[config.mk]
export PLATFORM = sky130hd
export DESIGN_NAME = gpio_pattern_gen
export DESIGN_NICKNAME = d
export VERILOG_FILES = /design/src/rtl/wiggle_pkg.sv /design/src/rtl/tick_prescaler.sv /design/src/rtl/gpio_pattern_gen.sv
export SDC_FILE = /design/constraint.sdc
export NUM_CORES = 1
export LEC_CHECK = 0
export CAP_MARGIN = 5
export CORE_MARGIN = 2
export CORE_UTILIZATION = 50
export CTS_CLUSTER_SIZE = 8
export DETAILED_ROUTE_END_ITERATION = 12
export PLACE_DENSITY = 0.81
export SLEW_MARGIN = 10
export SYNTH_ARGS = -nofsm -noshare
export SYNTH_HDL_FRONTEND = slang
export SYNTH_SLANG_ARGS = --single-unit
[constraint.sdc]
create_clock -name clk -period 2.1 [get_ports clk]
set_input_delay 0.42 -clock clk [delete_from_list [all_inputs] [get_ports clk]]
set_output_delay 0.42 -clock clk [all_outputs]
set_load 0.03 [all_outputs]
[src/rtl/wiggle_pkg.sv]
// Shared definitions for the GPIO wiggle pattern generator:
// the mode encoding and the default pattern loaded at reset.
package wiggle_pkg;

  typedef enum logic [1:0] {
    MODE_ROTL   = 2'd0,
    MODE_ROTR   = 2'd1,
    MODE_BOUNCE = 2'd2,
    MODE_COUNT  = 2'd3
  } mode_e;

  localparam logic [31:0] DEFAULT_RESET_PATTERN = 32'hFFFF_FFFE;

endpackage

[src/rtl/tick_prescaler.sv]
// Programmable step prescaler: emits a registered one-cycle tick every div+1
// enabled cycles. clear restarts the period; a disabled cycle drops any tick.
module tick_prescaler #(
  parameter int DIV_W = 24
) (
  input  logic             clk,
  input  logic             rst,
  input  logic             enable,
  input  logic             clear,
  input  logic [DIV_W-1:0] div,
  output logic             tick
);

  logic [DIV_W-1:0] cnt;

  // Period counter; when div drops below cnt the counter wraps before matching.
  always_ff @(posedge clk or posedge rst) begin
    if (rst) begin
      cnt  <= '0;
      tick <= 1'b0;
    end else if (clear) begin
      cnt  <= '0;
      tick <= 1'b0;
    end else if (enable) begin
      if (cnt == div) begin
        cnt  <= '0;
        tick <= 1'b1;
      end else begin
        cnt  <= cnt + DIV_W'(1);
        tick <= 1'b0;
      end
    end else begin
      cnt  <= cnt;
      tick <= 1'b0;
    end
  end

endmodule

[src/rtl/gpio_pattern_gen.sv]
// Walking-pattern generator for two GPIO banks: rotate, bounce or count,
// advancing once per prescaler period, with an end-of-lap strobe.
module gpio_pattern_gen
  import wiggle_pkg::*;
#(
  parameter int               WIDTH         = 32,
  parameter int               DIV_W         = 24,
  parameter logic [WIDTH-1:0] RESET_PATTERN = WIDTH'(DEFAULT_RESET_PATTERN),
  parameter bit               INVERT_B      = 1'b0
) (
  input  logic             clk,
  input  logic             rst,
  input  logic             enable,
  input  logic [1:0]       mode,
  input  logic [DIV_W-1:0] div,
  input  logic             load,
  input  logic [WIDTH-1:0] seed,
  output logic [WIDTH-1:0] gpio_a,
  output logic [WIDTH-1:0] gpio_b,
  output logic             step_tick,
  output logic             wrap
);

  localparam int SW = $clog2(WIDTH);
  localparam logic [SW-1:0] LIM_ROT = SW'(WIDTH - 1);
  localparam logic [SW-1:0] LIM_BNC = SW'(WIDTH - 2);

  logic [WIDTH-1:0] pattern;
  logic [WIDTH-1:0] next_pattern;
  logic [SW-1:0]    step;
  logic [SW-1:0]    next_step;
  logic [SW-1:0]    lap_limit;
  logic             dir;
  logic             next_dir;
  logic             next_wrap;
  mode_e            cur_mode;

  function automatic logic [WIDTH-1:0] rot_left(input logic [WIDTH-1:0] p);
    return {p[WIDTH-2:0], p[WIDTH-1]};
  endfunction

  function automatic logic [WIDTH-1:0] rot_right(input logic [WIDTH-1:0] p);
    return {p[0], p[WIDTH-1:1]};
  endfunction

  assign cur_mode = mode_e'(mode);
  assign gpio_a   = pattern;

  tick_prescaler #(.DIV_W(DIV_W)) u_prescaler (
    .clk    (clk),
    .rst    (rst),
    .enable (enable),
    .clear  (load),
    .div    (div),
    .tick   (step_tick)
  );

  // Next pattern and lap bookkeeping; a tick only takes effect while still enabled.
  always_comb begin
    next_pattern = pattern;
    next_step    = step;
    next_dir     = dir;
    next_wrap    = 1'b0;
    lap_limit    = LIM_ROT;
    if (step_tick && enable) begin
      case (cur_mode)
        MODE_ROTL:   next_pattern = rot_left(pattern);
        MODE_ROTR:   next_pattern = rot_right(pattern);
        MODE_BOUNCE: begin
          lap_limit = LIM_BNC;
          if (dir) begin
            next_pattern = rot_right(pattern);
          end else begin
            next_pattern = rot_left(pattern);
          end
        end
        MODE_COUNT: begin
          next_pattern = pattern + WIDTH'(1);
          next_wrap    = &pattern;
        end
        default:     next_pattern = pattern;
      endcase
      // Count mode ignores the lap counter; >= also catches a step left over from a longer-lap mode.
      if (cur_mode == MODE_COUNT) begin
        next_step = step;
      end else if (step >= lap_limit) begin
        next_step = '0;
        next_wrap = 1'b1;
        next_dir  = (cur_mode == MODE_BOUNCE) ? ~dir : dir;
      end else begin
        next_step = step + SW'(1);
      end
    end else begin
      next_pattern = pattern;
    end
  end

  // Pattern state and registered outputs; load restarts everything regardless of enable.
  always_ff @(posedge clk or posedge rst) begin
    if (rst) begin
      pattern <= RESET_PATTERN;
      gpio_b  <= INVERT_B ? ~RESET_PATTERN : RESET_PATTERN;
      step    <= '0;
      dir     <= 1'b0;
      wrap    <= 1'b0;
    end else if (load) begin
      pattern <= seed;
      gpio_b  <= INVERT_B ? ~seed : seed;
      step    <= '0;
      dir     <= 1'b0;
      wrap    <= 1'b0;
    end else begin
      pattern <= next_pattern;
      gpio_b  <= INVERT_B ? ~next_pattern : next_pattern;
      step    <= next_step;
      dir     <= next_dir;
      wrap    <= next_wrap;
    end
  end

endmodule

==> results.sh <==
export IMPL_run_status="completed"
export IMPL_p_leak_nw=2.928
export IMPL_cts_made_buffers=9
export IMPL_synth_simple_gate_area_share_pct=23.85
export IMPL_wl_met2_um=7534
export IMPL_io_buffers=127
export IMPL_vias_per_cell=5.940
export IMPL_max_freq_mhz=483.3
export IMPL_wl_um=15460
export IMPL_fin_total_pwr_mw=3.603
export IMPL_netlist_area_um2=5072
export IMPL_critPathKind="reg -> out"
export IMPL_maxSlewHeadroom_pct=63.10
export IMPL_vias=5257
export IMPL_reg2reg_depth=7
export IMPL_pin_count=128
export IMPL_synth_top_family_by_area="simple AND/OR/NAND/NOR gates"
export IMPL_synth_seq_cells=64
export IMPL_power_density_nw_per_um2=522.8
export IMPL_highest_layer="met4"
export IMPL_wl_met3_um=1080
export IMPL_path_buf_inv=1
export IMPL_grt_pass1_wl_um=25460
export IMPL_clk_latency_ns=0.35
export IMPL_power_switching_mw=1.192
export IMPL_crit_path_max_incr_delay_ns=0.69
export IMPL_ys_warn_count=0
export IMPL_synthXorXnorAreaFrac_pct=9.842
export IMPL_synth_fa_ha_area_share_pct=0.9867
export IMPL_clk_pin_slew_worst_paths_ns=0.08
export IMPL_track_usage_pct=28.38
export IMPL_drt_iter0_markers=348
export IMPL_period_share_pct=98.54
export IMPL_min_path_type="in -> async"
export IMPL_firstDrtPassIters=5
export IMPL_cts_setup_buffers=0
export IMPL_cp_cell_sequence="clkdlybuf4s50_1"
export IMPL_synthMuxAreaShare_pct=4.045
export IMPL_die_w_um=104.7
export IMPL_finalCoreUtilization_pct=70.17
export IMPL_rsz0062_at_grt="no"
export IMPL_combPwrFrac_pct=29.8
export IMPL_cp_top_family="buffers and inverters"
export IMPL_fin_nets=813
export IMPL_crit_slowest_cell="clkdlybuf4s50_1"
export IMPL_synth_compound_area_share_pct=19.44
export IMPL_clock_sinks=64
export IMPL_period_needed_ns=2.069
export IMPL_drc=0
export IMPL_final_common_cell="nand2_1"
export IMPL_fin_skew_ns=0.01267
export IMPL_ant_nets=0
export IMPL_postSynthAreaPerCell_um2=8.302
export IMPL_slew_viol_final=0
export IMPL_start_kind="flip-flop"
export IMPL_hold_buffers=0
export IMPL_grt_pass1_vias=5246
export IMPL_grt_overflow=0
export IMPL_power_switching_share_pct=33.08
export IMPL_cts_root_buffer_cell="clkbuf_8"
export IMPL_crit_required_ns=1.68
export IMPL_wl_per_cell_um=17.47
export IMPL_syn_to_final_growth_pct=35.84
export IMPL_rows=36
export IMPL_synthDistinctLibCells=61
export IMPL_crit_fanout=8
export IMPL_synthFlopType="dfrtp_1"
export IMPL_ys_seq_area_share_pct=32.34
export IMPL_drive_gt1_share_pct=19.95
export IMPL_cp_depth=1
export IMPL_tightest_slew_ns=0.5465
export IMPL_h_tree_depth=3
export IMPL_cts_buffer_depth=2
export IMPL_antenna_found_initial=0
export IMPL_die_y_um=104.7
export IMPL_synth_area_leader_cell="dfrtp_1"
export IMPL_dieArea_um2=10970
export IMPL_synth_edf_count=0
export IMPL_grt_max_degree=65
export IMPL_setup_viol=0
export IMPL_async_reset_ff_share_pct=100.0
export IMPL_wl_met1_um=6413
export IMPL_start_util_pct=51.66
export IMPL_final_cell_mix="74 x nand2_1, 72 x clkdlybuf4s50_1, 71 x buf_4"
export IMPL_hold_viol=0
export IMPL_intPower_mw=2.411
export IMPL_fillers=824
export IMPL_cp_end_kind="output port"
export IMPL_netlist_instances=611
export IMPL_core_area_um2=9819
export IMPL_drv_cap=0
export IMPL_cts_tree="done"
export IMPL_hpwl_um=11540
export IMPL_seqPwrFrac_pct=39.8
export IMPL_gp_congestion=0.9389
export IMPL_yosys_top_cells_area="dfrtp_1 16%, dfstp_2 16%, xnor2_1 5.9%"
export IMPL_synthesis_nets=677
export IMPL_worst_ep_arrival_time_ns=1.65
export IMPL_synth_top_cell_area_share_pct=16.28
export IMPL_clock_power_share_pct=30.5
export IMPL_irDropWorstVdd_v=0.0003232
export IMPL_antennaDiodeCount=0
-- Yosys cell counts, types with 7 or more instances --
| cell type | number |
|---|---|
| nand2_1 | 74 |
| nor2_1 | 41 |
| o21ai_0 | 40 |
| nand3_1 | 38 |
| a21oi_1 | 36 |
| buf_4 | 36 |
| xnor2_1 | 34 |
| dfrtp_1 | 33 |
| dfstp_2 | 31 |
| clkbuf_1 | 27 |
| xor2_1 | 23 |
| nand4_1 | 18 |
| nor3_1 | 14 |
| and3_1 | 13 |
| buf_2 | 12 |
| inv_1 | 11 |
| mux2_2 | 10 |
| a221o_1 | 8 |
| o311ai_0 | 8 |
| mux2i_1 | 7 |
| o221ai_1 | 7 |
-- final timing paths --
check                      slack [ns]            endpoint        from
setup / recovery                 0.03          gpio_a[28]  gpio_a[28]
hold / removal                   0.46  u_prescaler.cnt[6]         rst
setup reg to reg                 0.11          gpio_a[14]   gpio_a[4]
hold reg to reg                  0.53             step[4]     step[4]
max in group asynchronous        1.32           gpio_a[1]         rst
min in group clk                 0.53             step[4]     step[4]
-- stage by stage --
stage	std cells	setup slack, ns	hold slack (ns)	area (µm²)	TNS, ns
floorplan	611	0.01603	0.4449	5076	0
global placement	869	-0.1912	0.4701	6678	-5.216
detailed placement	869	-0.2957	0.5043	6678	-7.732
global route	885	0.001042	0.4811	6890	0
CTS	885	0.0008710	0.4614	6827	0
finish	885	0.03076	0.4587	6890	0
-- per-layer routing --
layer | vias to the layer above | global-route usage [%]
met5 | - | 0
met4 | 0 | 13.24
met2 | 260 | 47.31
met1 | 2500 | 36.06
li1 | 2454 | -
met3 | 43 | 4.367
-- what timing repair did --
item                                    CTS  global route
pin swaps                                 0             2
endpoints found under the setup margin   42            25
gates resized for setup                  40            19
cloned                                    0             0
-- cells by family after synthesis --
kind of cell	Yosys count
flip-flops	64
AO/OA/AOI/OAI	147
adder cells (fa/ha/maj)	4
AND/OR/NAND/NOR	233
XOR/XNOR	57
multiplexers	18
buffers and inverters	88
-- layout make-up --
cell class	count	area, µm²	area share [%]
multi-input combinational	459	2979	43.24
timing repair buffer	202	1864	27.06
sequential	64	1640	23.81
tap	133	166.4	2.415
clock buffer	13	158.9	2.306
inverter	11	41.29	0.5992
clock inverter	3	40.04	0.5811
-- sequential cells by signal (all words and copies together), names as in the netlist --
register,cells
gpio_a,32
u_prescaler.cnt,24
step,5
dir,1
u_prescaler.tick,1
wrap,1
-- power groups by stage --
stage	Combinational [mW]	Sequential (mW)	Clock (mW)
3_5_place_dp	1.12	1.45	0
3_3_place_gp	1.10	1.45	0
5_1_grt	1.14	1.45	1.16
4_1_cts	1.07	1.43	1.11
6_report	1.07	1.43	1.10
2_1_floorplan	0.565	1.55	0
(Power assumes the default switching activity.)
